<file path="src/rtl/ahb_arbiter.sv">
// ahb_arbiter: round-robin AHB bus arbiter for up to MASTER_NUM masters.
// Registered one-hot grant plus an address/data-phase ownership pipeline that
// only advances on HREADY. Grant is frozen during fixed-length bursts, locked
// sequences and (optionally time-limited) undefined-length INCR bursts.
// Optional feature macro: AHB_ARB_TIMEOUT_EN enables the INCR beat timeout and
// the TIMEOUT_BEATS parameter.
module ahb_arbiter #(
  parameter int MASTER_NUM     = 4,
  parameter int DEFAULT_MASTER = 0
`ifdef AHB_ARB_TIMEOUT_EN
  ,
  parameter int TIMEOUT_BEATS  = 16
`endif
) (
  input  logic                          ahb_clk_in,
  input  logic                          ahb_rst_in,
  input  logic [MASTER_NUM-1:0]         ahb_busreq_in,
  input  logic [MASTER_NUM-1:0]         ahb_lock_in,
  input  logic [1:0]                    ahb_trans_in,
  input  logic [2:0]                    ahb_burst_in,
  input  logic                          ahb_ready_in,
  output logic [MASTER_NUM-1:0]         ahb_grant_out,
  output logic [$clog2(MASTER_NUM)-1:0] ahb_master_out,
  output logic [$clog2(MASTER_NUM)-1:0] ahb_master_data_out,
  output logic                          ahb_mastlock_out
);

  localparam int IDX_W = $clog2(MASTER_NUM);

  localparam logic [1:0] TRANS_IDLE   = 2'd0;
  localparam logic [1:0] TRANS_BUSY   = 2'd1;
  localparam logic [1:0] TRANS_NONSEQ = 2'd2;
  localparam logic [1:0] TRANS_SEQ    = 2'd3;
  localparam logic [2:0] BURST_INCR   = 3'd1;

  localparam logic [IDX_W-1:0]      DEF_IDX   = IDX_W'(DEFAULT_MASTER);
  localparam logic [IDX_W-1:0]      LAST_IDX  = IDX_W'(MASTER_NUM - 1);
  localparam logic [MASTER_NUM-1:0] GRANT_ONE = MASTER_NUM'(1);
  localparam logic [MASTER_NUM-1:0] DEF_GRANT = GRANT_ONE << DEF_IDX;

  logic [IDX_W-1:0] gnt_idx;
  logic [IDX_W-1:0] rr_ptr;
  logic [IDX_W-1:0] winner;
  logic [IDX_W-1:0] cand;
  logic             found;
  logic [4:0]       cnt;
  logic [4:0]       burst_len_m1;
  logic             fixed_start;
  logic             h1;
  logic             h2;
  logic             h3;
  logic             h3_eff;
  logic             arb_en;

  // Encode the one-hot grant into the index of the granted master.
  // NOTE: every variable assigned in always_comb gets a default first, so no
  // path through the block can leave it unassigned and infer a latch.
  always_comb begin
    gnt_idx = '0;
    for (int i = 0; i < MASTER_NUM; i++) begin
      if (ahb_grant_out[i]) gnt_idx = gnt_idx | IDX_W'(i);
    end
  end

  // Round-robin search starting one past the pointer; the current holder is
  // visited last so it only keeps the bus when nobody else asks.
  always_comb begin
    winner = DEF_IDX;
    found  = 1'b0;
    cand   = rr_ptr;
    for (int i = 0; i < MASTER_NUM; i++) begin
      cand = (cand == LAST_IDX) ? '0 : cand + 1'b1;
      if (!found && ahb_busreq_in[cand]) begin
        winner = cand;
        found  = 1'b1;
      end
    end
  end

  // Beats-minus-one for a fixed-length burst; SINGLE and INCR give zero.
  always_comb begin
    case (ahb_burst_in[2:1])
      2'b01:   burst_len_m1 = 5'd3;
      2'b10:   burst_len_m1 = 5'd7;
      2'b11:   burst_len_m1 = 5'd15;
      default: burst_len_m1 = 5'd0;
    endcase
  end

  assign fixed_start = (ahb_trans_in == TRANS_NONSEQ) && (ahb_burst_in[2:1] != 2'b00);

  // A final SEQ seen with cnt==1 releases the hold in that same cycle, giving
  // a bubble-free handover at the end of a fixed burst.
  assign h1 = (cnt > 5'd1) ||
              ((cnt == 5'd1) && (ahb_trans_in != TRANS_SEQ)) ||
              fixed_start;
  assign h2 = ahb_lock_in[gnt_idx] && ahb_busreq_in[gnt_idx];
  assign h3 = (ahb_burst_in == BURST_INCR) &&
              (ahb_trans_in != TRANS_IDLE) &&
              ahb_busreq_in[gnt_idx];

`ifdef AHB_ARB_TIMEOUT_EN
  localparam logic [4:0] TIMEOUT_LAST = 5'(TIMEOUT_BEATS - 1);

  logic [4:0] incr_cnt;
  logic       other_req;
  logic       timeout_hit;

  assign other_req   = |(ahb_busreq_in & ~ahb_grant_out);
  assign timeout_hit = h3 && (incr_cnt == TIMEOUT_LAST) && other_req;
  assign h3_eff      = h3 && !timeout_hit;

  // Count accepted INCR beats; saturate at the limit until someone else asks,
  // and restart once the forced re-arbitration has actually happened.
  always_ff @(posedge ahb_clk_in) begin
    if (ahb_rst_in) begin
      incr_cnt <= '0;
    end else if (!h3) begin
      incr_cnt <= '0;
    end else if (ahb_ready_in) begin
      if (timeout_hit && !h1 && !h2) begin
        incr_cnt <= '0;
      end else if (((ahb_trans_in == TRANS_NONSEQ) || (ahb_trans_in == TRANS_SEQ)) &&
                   (incr_cnt != TIMEOUT_LAST)) begin
        incr_cnt <= incr_cnt + 5'd1;
      end
    end
  end
`else
  assign h3_eff = h3;
`endif

  assign arb_en = ahb_ready_in && !(h1 || h2 || h3_eff);

  // Remaining-beat counter of the current fixed-length burst.
  // NOTE: sequential state uses non-blocking assignments so every flop samples
  // pre-edge values regardless of block evaluation order.
  always_ff @(posedge ahb_clk_in) begin
    if (ahb_rst_in) begin
      cnt <= '0;
    end else if (ahb_ready_in) begin
      case (ahb_trans_in)
        TRANS_NONSEQ: cnt <= burst_len_m1;
        TRANS_SEQ:    if (cnt != 5'd0) cnt <= cnt - 5'd1;
        TRANS_IDLE:   cnt <= '0;
        TRANS_BUSY:   cnt <= cnt;
        default:      cnt <= cnt;
      endcase
    end
  end

  // Register the arbitration winner as the new grant and round-robin pointer.
  always_ff @(posedge ahb_clk_in) begin
    if (ahb_rst_in) begin
      ahb_grant_out <= DEF_GRANT;
      rr_ptr        <= DEF_IDX;
    end else if (arb_en) begin
      ahb_grant_out <= GRANT_ONE << winner;
      rr_ptr        <= winner;
    end
  end

  // Ownership pipeline: grant -> address phase -> data phase, on HREADY only.
  always_ff @(posedge ahb_clk_in) begin
    if (ahb_rst_in) begin
      ahb_master_out      <= DEF_IDX;
      ahb_master_data_out <= DEF_IDX;
      ahb_mastlock_out    <= 1'b0;
    end else if (ahb_ready_in) begin
      ahb_master_out      <= gnt_idx;
      ahb_master_data_out <= ahb_master_out;
      ahb_mastlock_out    <= ahb_lock_in[gnt_idx];
    end
  end

endmodule

</file>
<file path="config.mk">
export PLATFORM = sky130hd
export DESIGN_NAME = ahb_arbiter
export DESIGN_NICKNAME = d
export VERILOG_FILES = /design/src/rtl/ahb_arbiter.sv
export SDC_FILE = /design/constraint.sdc
export NUM_CORES = 1
export LEC_CHECK = 0
export ABC_AREA = 1
export CAP_MARGIN = 25
export CORE_ASPECT_RATIO = 1.4
export CORE_UTILIZATION = 40
export DETAILED_ROUTE_END_ITERATION = 10
export GPL_TIMING_DRIVEN = 0
export PLACE_DENSITY = 0.69
export SYNTH_ARGS = -nofsm -noshare
export SYNTH_HDL_FRONTEND = slang
export SYNTH_SLANG_ARGS = --single-unit
</file>
<file path="constraint.sdc">
create_clock -name ahb_clk_in -period 3.75 [get_ports ahb_clk_in]
set_input_delay 0.375 -clock ahb_clk_in [delete_from_list [all_inputs] [get_ports ahb_clk_in]]
set_output_delay 0.375 -clock ahb_clk_in [all_outputs]
set_load 0.02 [all_outputs]
</file>
* After elaboration in Yosys (flattened, before gate mapping)
Cells that the tools add are included.
Storage, ports and cells: RAM bits 0, memories 0, word-level logic and storage cells 84, output and inout bits 9, ROM bits 0, latch bits 0, bits in registers 16, input port bits 16
Operators by class: reductions and logical operators 22, shift-type cells 1, add/subtract/negate cells 5, $mul 0, equality and inequality tests 14, $lt $le $gt $ge 6, bitwise operators 1, mux-type cells 29, divide/modulo/power cells 0
Operator list (count):
- $mux 2 | 10
- $eq 2x2->1 const B | 8
- $lt 2x3->1 const B | 5
- $pmux 5 s3 | 1
- $bmux 1 s2 | 6
- $pmux 4 s3 | 1
- $mux 1 | 10
- $logic_and 1x1->1 | 9
- $add 2x1->2 const B | 4
- $eq 5x1->1 const B | 1
- $gt 5x1->1 const B | 1
- $mux 5 | 1
- $reduce_bool 5->1 | 1
- $sub 5x1->5 const B | 1
- $eq 2x1->1 const B | 2
- $logic_not 1->1 | 4
- $logic_or 1x1->1 | 4
- $ne 2x2->1 const B | 2
- $reduce_bool 2->1 | 2
- $shl 1x2->4 const A | 1
- $eq 3x1->1 const B | 1
- $reduce_and 3->1 | 1
- $logic_not 2->1 | 1
- $not 1->1 | 1

* Depth between registers and ports, before layout
Gate-level depths: netlist (run 1).
depth after elaboration 15, depth in mapped cells 15, depth with buffers taken out 15

* Worst setup path before layout (run 1)
OpenSTA, ideal clock, no wires.
path type reg-to-reg, start register rr_ptr[0], end register ahb_grant_out[1], data required time 3.634 ns, clock period less this slack 1.648 ns, data arrival time 1.532 ns, setup time 0.116 ns, setup slack 2.102 ns, stages on the path, launching flop included 13, buffers on the path 0, cells stage by stage dfxtp_1 > ha_1 > inv_1 > nand2_1 > nand2_2 > nand2_1 > nand2_1 > nor2_1 > nand3_1 > nand2_2 > nand2_1 > o21ai_0 > nor2_1
On the way: cells in the longest elaborated chain, start to end 15, elaborated cells on any way between the ends 34, those cells by class add/sub: 4; eq/ne: 4; shift: 1; mux: 19; reduce/logical: 6
Ends and longest elaborated chain:
- from (decl) | line 42 | logic [IDX_W-1:0] rr_ptr;
- from (signal assigned) | line 159 | rr_ptr <= winner;
- $add 2x1->2 / $eq 2x2->1 (equally long branches) | line 72 | cand = (cand == LAST_IDX) ? '0 : cand + 1'b1;
- $mux 2 (*) | line 72
- branches (longest 11 deep; another with $add 2x1->2)
- $mux 2 (*) | line 73 | if (!found && ahb_busreq_in[cand]) begin
- $shl 1x2->4 (*) | line 158 | ahb_grant_out <= GRANT_ONE << winner;
- to (signal assigned) | line 158
- to (decl) | line 22 | output logic [MASTER_NUM-1:0] ahb_grant_out,
Mark *: on every way between the ends. The select of a mux whose other input is x is not followed. A chain may end at the register's enable or synchronous reset.

* Worst setup path after layout (run 1)
start input ahb_trans_in[0], end register ahb_grant_out[0]
On the way: cells in the longest elaborated chain, start to end 8, elaborated cells on any way between the ends 13, those cells by class eq/ne: 2; reduce/logical: 11
Ends and longest elaborated chain:
- from (decl) | line 19 | input logic [1:0] ahb_trans_in,
- $ne 2x2->1 | line 95 | ((cnt == 5'd1) && (ahb_trans_in != TRANS_SEQ)) ||
- $logic_and 1x1->1 | line 95
- $logic_or 1x1->1 | line 94 | assign h1 = (cnt > 5'd1) ||
- $logic_or 1x1->1 | line 95
- $logic_or 1x1->1 | line 133 | assign arb_en = ahb_ready_in && !(h1 || h2 || h3_eff);
- $logic_or 1x1->1 (*) | line 133
- $logic_not 1->1 (*) | line 133
- $logic_and 1x1->1 (*) | line 133
Mark *: on every way between the ends. The rest lies on a longest branch, timed or not.

==> results of run 1 <==
## per-layer routing
metal	share of wire (%)	vias to the layer above
li1	-	673
met5	0	-
met1	43	532
met2	54	13
met4	1.5	0
met3	1.7	4
## where the power goes
group / switching, W / leakage [nW] / internal (W) / total (W)
logic: 0.000187 / 0.575 / 0.000117 / 0.000304
clock network: 0.0000557 / 0.0216 / 0.0000711 / 0.000127
registers: 0.0000164 / 0.131 / 0.000189 / 0.000205
## registers in the layout, indices dropped and copies added, names as in the netlist
signal	cells
rr_ptr	2
ahb_mastlock_out	1
cnt	5
ahb_master_data_out	2
ahb_master_out	2
ahb_grant_out	4
## kinds of logic after synthesis
kind of cell,after synthesis,synth area share (%)
simple gates,99,37.8
compound gates,39,18.6
buf+inv,31,9.85
flops,16,26.6
fa+ha+maj,7,7.26
## stage by stage
stage          setup WS, ns  instance area [µm²]  hold slack (ns)  total power [W]  util, %
5_1_grt                1.67                 1520            0.447         0.000692     53.0
2_1_floorplan          2.10                 1210            0.438         0.000434        -
4_1_cts                1.89                 1520            0.416         0.000641     53.0
3_3_place_gp           1.66                 1480            0.460         0.000513     51.5
6_report               1.91                 1520            0.416         0.000636     53.0
3_5_place_dp           1.63                 1480            0.463         0.000513     51.5
## critical path, delay by kind of cell
family	cells	cell delay, ns
adder cells (fa/ha/maj)	1	0.19
AO/OA/AOI/OAI	4	0.52
buffers and inverters	3	0.72
AND/OR/NAND/NOR	1	0.17
## worst paths after layout
check / cells past startpoint / endpoint / slack (ns)
setup / recovery: 9 / ahb_grant_out[0] / 1.91
setup reg to reg: 14 / ahb_grant_out[1] / 1.91
hold / removal: 2 / ahb_master_out[1] / 0.42
hold reg to reg: 2 / rr_ptr[1] / 0.47
## layout make-up
class	count	area share, %
Timing Repair Buffer	23	15.1
Tap cell	37	3.04
Multi-Input combinational cell	145	50.3
Buffer	2	0.657
Inverter	29	7.14
Clock buffer	3	2.71
Sequential cell	16	21.0
## cells in the mapped netlist, drive strengths merged
| library cell | n |
|---|---|
| inv | 29 |
| nand2 | 59 |
| a21oi | 13 |
| nand3b | 1 |
| o211ai | 3 |
| a31oi | 2 |
| nand3 | 14 |
| ha | 7 |
| o21ai | 17 |
| a211oi | 1 |
| o22ai | 2 |
| a21boi | 1 |
| nor2 | 19 |
| nor3 | 4 |
| buf | 2 |
| dfxtp | 16 |
| nand4 | 2 |
==> insert_results.sql, run 1 <==
INSERT INTO impl_metrics (metric_group, metric, value, unit) VALUES
('sta', 'period_minus_slack', '1.84', 'ns'),
('worst_hold_path', 'hold_start', 'ahb_ready_in', ''),
('worst_setup_path', 'crit_path_frequent_cell', 'sky130_fd_sc_hd__inv_1', ''),
('worst_setup_path', 'crit_slowest_cell', 'sky130_fd_sc_hd__clkdlybuf4s50_1', ''),
('final_layout', 'final_cell_mix', '50 x sky130_fd_sc_hd__nand2_1, 26 x sky130_fd_sc_hd__inv_1, 23 x sky130_fd_sc_hd__clkdlybuf4s50_1', ''),
('outcome', 'outcome', 'finished clean', ''),
('worst_setup_path', 'timing.rr.start', 'rr_ptr[0]', ''),
('yosys', 'synthDominantCellAreaShare', '26.6', '%'),
('detailed_routing', 'wl', '2690', 'µm'),
('final_layout', 'seq_area', '320', 'µm²'),
('sta', 'finalHoldViolCount', '0', ''),
('detailed_routing', 'wire_per_inst', '10.5', 'µm'),
('global_routing', 'grt_util_met2', '38.4', '%'),
('detailed_routing', 'antenna_left', '0', ''),
('clock_network', 'clock_sink_count', '16', ''),
('global_routing', 'antenna_violations_before_repair', '0', ''),
('global_routing', 'grt_util_all_layers', '18.5', '%'),
('placement', 'post-place-cells', '252', ''),
('global_routing', 'busiest_layer', 'met2', ''),
('detailed_routing', 'drcViolationCount', '0', ''),
('placement', 'io_buffers', '23', ''),
('yosys', 'post-synth-top-area-cell', 'sky130_fd_sc_hd__dfxtp_1', ''),
('floorplan', 'fp-row-count', '23', ''),
('yosys', 'synth.distinct_cells', '25', ''),
('final_layout', 'area_added_between_synthesis_and_finish', '26.3', '%'),
('worst_hold_path', 'min-delay-path-class', 'input port to flip-flop', ''),
('yosys', 'synth_top_cells_by_area', 'sky130_fd_sc_hd__dfxtp_1 27%, sky130_fd_sc_hd__nand2_1 16%, sky130_fd_sc_hd__inv_1 8.1%', ''),
('floorplan', 'floorplan.core_area', '0.00288', 'mm²'),
('worst_setup_path', 'worst_ep_arrival', '1.97', 'ns'),
('clock_network', 'clkLatencyLatePin', '0.25', 'ns'),
('floorplan', 'start_util', '41.9', '%'),
('worst_setup_path', 'crit_path_end_kind', 'flip-flop', ''),
('final_layout', 'multi_input_area', '767', 'µm²'),
('yosys', 'mappedNetlistArea', '0.00121', 'mm²'),
('placement', 'post-dp-hpwl', '2180', 'µm'),
('yosys', 'yosysWarningCount', '0', ''),
('final_layout', 'drive_above_1_share', '10.1', '%'),
('sta', 'finalSetupViolCount', '0', ''),
('clock_network', 'clk_transition_reported_paths', '0.06', 'ns'),
('sta', 'timing.max_slew.rel_slack', '75.8', '%'),
('run', 'cap_violations', '0', ''),
('clock_network', 'cts_repair_resize_count', '0', ''),
('yosys', 'postSynthCellCount', '192', ''),
('clock_network', 'number_of_levels_the_h_tree_was_split_into', '1', ''),
('global_routing', 'globalRoute.totalOverflow', '0', ''),
('worst_setup_path', 'setup.worst_path.start_class', 'input port', ''),
('sta', 'min_period_over_period', '49.0', '%'),
('floorplan', 'die_h', '67.0', 'µm'),
('sta', 'max_clock_freq', '544', 'MHz'),
('global_routing', 'use_met1', '18.8', '%'),
('placement', 'place_congestion', '0.813', ''),
('global_routing', 'wire_length_of_the_first_global_routing_pass', '4690', 'µm'),
('floorplan', 'die-area', '0.00324', 'mm²'),
('final_layout', 'num_antenna_cells', '0', ''),
('final_layout', 'num-nets-final', '243', ''),
('worst_setup_path', 'worst_setup_path_startpoint', 'ahb_trans_in[0]', ''),
('sta', 'rsz_0062_raised_after_global_routing', 'no', ''),
('pwr', 'power.ir.vdd_worst', '0.260', 'mV'),
('yosys', 'syn-mean-instance-area', '6.28', 'µm²'),
('clock_network', 'clock-root-buffer', 'sky130_fd_sc_hd__clkbuf_8', ''),
('clock_network', 'cts_post_setup_buffers_inserted', '0', ''),
('final_layout', 'layout.cells.most_common', 'sky130_fd_sc_hd__nand2_1', ''),
('floorplan', 'die_x_extent', '48.4', 'µm'),
('worst_setup_path', 'worst-setup-path-type', 'input port to flip-flop', ''),
('detailed_routing', 'detail_route.iter0.violations', '29', ''),
('yosys', 'part_of_the_yosys_area_used_for_sequential_elements', '26.6', '%'),
('detailed_routing', 'drt_first_pass_iters', '4', ''),
('pwr', 'static-leakage-power', '0.728', 'nW'),
('yosys', 'synth_nets', '215', ''),
('global_routing', 'grt_start_max_net_pins', '11', ''),
('clock_network', 'cts_buffer_depth', '2', '');
No activity file was read; power rests on OpenSTA's default activity.
==> run 2: changes to the inputs <==
--- a/config.mk
+++ b/config.mk
@@ -11,7 +11,7 @@
 export CORE_UTILIZATION = 40
 export DETAILED_ROUTE_END_ITERATION = 10
 export GPL_TIMING_DRIVEN = 0
-export PLACE_DENSITY = 0.69
+export PLACE_DENSITY = 0.71
 export SYNTH_ARGS = -nofsm -noshare
 export SYNTH_HDL_FRONTEND = slang
 export SYNTH_SLANG_ARGS = --single-unit
==> constraint.sdc (replaced) <==
create_clock -name ahb_clk_in -period 1.5 [get_ports ahb_clk_in]
set_input_delay 0.15 -clock ahb_clk_in [delete_from_list [all_inputs] [get_ports ahb_clk_in]]
set_output_delay 0.15 -clock ahb_clk_in [all_outputs]
set_load 0.02 [all_outputs]
==> run 2 against run 1 <==
Highest routed layer unchanged. Final area increased by 16%. Setup slack got worse by 2.1 ns. Critical path type is now flip-flop to flip-flop. Non-clock buffer count increased by 6. The flow now finishes with violations (negative setup slack). Register-to-register slack got worse by 2.1 ns. Total power increased to 3.1 times the previous value. Sequential cell count unchanged. Clock power increased to 3.0 times the previous value. Die area unchanged. Critical endpoint is now rr_ptr[0]. Final cell count increased by 2.7%. Global-route usage increased by 0.50 points. Core utilization increased by 8.7 points.
==> insert_results.sql, run 2 (same netlist as run 1, synthesis figures left out) <==
INSERT INTO impl_metrics (metric_group, metric, value, unit) VALUES
('clock_network', 'tritoncts', 'done', ''),
('clock_network', 'cts_hold_buffers', '0', ''),
('worst_setup_path', 'r2r_slack', '-0.22', 'ns'),
('worst_hold_path', 'min-delay-path-class', 'input port to flip-flop', ''),
('detailed_routing', 'detail_route.iter0.violations', '29', ''),
('worst_setup_path', 'worst_r2r_path_depth', '13', ''),
('final_layout', 'layout.cells.most_common', 'sky130_fd_sc_hd__nand2_1', ''),
('final_layout', 'drive_above_1_share', '33.3', '%'),
('final_layout', 'finalCoreUtilization', '61.6', '%'),
('floorplan', 'start_util', '41.9', '%'),
('detailed_routing', 'viasPerCell', '4.96', ''),
('worst_setup_path', 'worst_ep_arrival', '1.86', 'ns'),
('worst_hold_path', 'worst_hold_depth', '2', ''),
('floorplan', 'die-area', '0.00324', 'mm²'),
('sta', 'period_minus_slack', '1.72', 'ns'),
('sta', 'rsz_0062_raised_after_global_routing', 'yes', ''),
('floorplan', 'fp-row-count', '23', ''),
('final_layout', 'area_added_between_synthesis_and_finish', '47.0', '%'),
('clock_network', 'tritoncts.num_buffers', '3', ''),
('worst_setup_path', 'crit_path_end_kind', 'flip-flop', ''),
('final_layout', 'final_cell_mix', '33 x sky130_fd_sc_hd__nand2_1, 23 x sky130_fd_sc_hd__nand2_2, 21 x sky130_fd_sc_hd__clkdlybuf4s50_1', ''),
('clock_network', 'clock-root-buffer', 'sky130_fd_sc_hd__clkbuf_8', ''),
('sta', 'timing.final.max_slew_violations', '0', ''),
('pwr', 'static-leakage-power', '0.809', 'nW'),
('placement', 'io_buffers', '23', ''),
('pwr', 'power.ir.vdd_worst', '0.557', 'mV'),
('worst_hold_path', 'hold_start', 'ahb_ready_in', ''),
('floorplan', 'die_h', '67.0', 'µm'),
('global_routing', 'first_global_vias', '1146', ''),
('final_layout', 'reg.largest.list', 'cnt (5), ahb_grant_out (4)', ''),
('clock_network', 'clkLatencyLatePin', '0.25', 'ns'),
('sta', 'finalSetupViolCount', '6', ''),
('worst_hold_path', 'worstHoldEndpoint', 'ahb_master_out[0]', ''),
('worst_setup_path', 'timing.rr.end', 'rr_ptr[0]', ''),
('detailed_routing', 'wl', '3130', 'µm'),
('run', 'cap_violations', '0', ''),
('clock_network', 'cts_buffer_depth', '2', ''),
('clock_network', 'clk_transition_reported_paths', '0.06', 'ns'),
('outcome', 'failing_checks', 'negative setup slack', ''),
('global_routing', 'wire_length_of_the_first_global_routing_pass', '4750', 'µm'),
('detailed_routing', 'drt_first_pass_iters', '4', ''),
('outcome', 'outcome', 'complete, but fails checks', ''),
('global_routing', 'globalRoute.totalOverflow', '0', ''),
('placement', 'place_congestion', '0.823', ''),
('final_layout', 'num_antenna_cells', '0', ''),
('floorplan', 'ios', '25', ''),
('placement', 'post-dp-hpwl', '2200', 'µm'),
('final_layout', 'num-nets-final', '249', ''),
('clock_network', 'number_of_levels_the_h_tree_was_split_into', '1', ''),
('sta', 'fin_worst_hold_slack', '0.199', 'ns'),
('detailed_routing', 'drcViolationCount', '0', ''),
('sta', 'clock-skew-final', '0.00268', 'ns'),
('sta', 'max_clock_freq', '582', 'MHz'),
('sta', 'min_period_over_period', '115', '%'),
('worst_setup_path', 'timing.rr.start', 'rr_ptr[0]', ''),
('sta', 'finalHoldViolCount', '0', ''),
('global_routing', 'grt_start_max_net_pins', '11', ''),
('detailed_routing', 'routed-via-count', '1300', ''),
('sta', 'worstMarginPinSlew', '0.269', 'ns'),
('worst_setup_path', 'worst-setup-path-type', 'flip-flop to flip-flop', ''),
('detailed_routing', 'wire_per_inst', '11.9', 'µm'),
('worst_setup_path', 'worst_ep_required_time', '1.64', 'ns'),
('worst_setup_path', 'setup.worst_path.start_class', 'flip-flop', ''),
('clock_network', 'clock_sink_count', '16', ''),
('pwr', 'p_per_area', '1110', 'mW/mm²'),
('floorplan', 'die_x_extent', '48.4', 'µm'),
('sta', 'timing.max_slew.rel_slack', '82.0', '%'),
('floorplan', 'floorplan.core_area', '0.00288', 'mm²'),
('global_routing', 'antenna_violations_before_repair', '0', ''),
('detailed_routing', 'antenna_left', '0', ''),
('global_routing', 'grt_util_all_layers', '19.0', '%'),
('sta', 'setup_slack', '-0.219', 'ns'),
('worst_setup_path', 'path_max_fanout', '8', ''),
('final_layout', 'registers.top_by_ff_count', 'cnt', ''),
('final_layout', 'largest_reg_flops', '5', '');
-- run 2: changes by cell type in the layout (fill, tap and decap cells not counted), sizes merged --
cell | previous run | this run
clkdlybuf4s50 | 23 | 21
clkbuf | 3 | 4
buf | 2 | 8
dlymetal6s2s | 0 | 2
-- run 2: how the worst max path moves through the flow --
stage / from / endpoint / cells after the start
3_5_place_dp: ahb_trans_in[0] / ahb_grant_out[0] / 9
2_1_floorplan: rr_ptr[0] / ahb_grant_out[1] / 12
5_1_grt: rr_ptr[0] / rr_ptr[0] / 13
4_1_cts: rr_ptr[0] / rr_ptr[0] / 13
6_report: rr_ptr[0] / rr_ptr[0] / 13
3_3_place_gp: ahb_trans_in[0] / ahb_grant_out[0] / 9
-- run 2: timing repair --
action,in CTS,in global routing
setup buffers,3,3
pin swaps,7,19
resized for setup,11,36
endpoints found under the setup margin,10,11
-- run 2: critical path: stages, from the launching register on --
cell and delay, ns:
sky130_fd_sc_hd__dfxtp_4 0.36, sky130_fd_sc_hd__ha_4 0.17, sky130_fd_sc_hd__nor2_4 0.23, sky130_fd_sc_hd__nand2_2 0.12, sky130_fd_sc_hd__nand3_2 0.10, sky130_fd_sc_hd__nand2_2 0.07, sky130_fd_sc_hd__nor2_1 0.10, sky130_fd_sc_hd__nand2_1 0.06
sky130_fd_sc_hd__nand2_1 0.07, sky130_fd_sc_hd__nand2_2 0.06, sky130_fd_sc_hd__inv_2 0.08, sky130_fd_sc_hd__nand2_4 0.05, sky130_fd_sc_hd__o211ai_1 0.08, sky130_fd_sc_hd__inv_1 0.05
-- run 2: cell type report --
class                   count  area (µm²)
inverters                  29         111
well taps                  37        46.3
repair buffers             29         297
flip-flops and latches     16         328
multi-input cells         145         926
clock buffers               4        55.1
plain buffers               2        10.0
fillers                   280        1100
-- run 2: routing by layer --
metal,vias up,share of wire (%),global-route usage (%)
met5,-,0,0
met4,0,0.54,6.25
met3,2,1.7,1.37
met2,18,58,39.6
li1,689,-,-
met1,591,40,19.7
-- run 2: power breakdown --
part | internal [W] | switching (W)
Sequential | 0.000475 | 0.0000443
Combinational | 0.000438 | 0.000621
Clock | 0.000233 | 0.000148
-- run 2: through the flow --
stage / TNS [ns] / power (W) / instances / cell area (µm²) / setup WS (ns)
2_1_floorplan: -0.0181 / 0.00112 / 192 / 1240 / -0.00821
3_3_place_gp: -3.05 / 0.00132 / 252 / 1520 / -0.344
3_5_place_dp: -3.02 / 0.00133 / 252 / 1520 / -0.331
4_1_cts: -0.696 / 0.00178 / 259 / 1650 / -0.132
5_1_grt: -1.74 / 0.00209 / 262 / 1770 / -0.330
6_report: -1.15 / 0.00196 / 262 / 1770 / -0.219
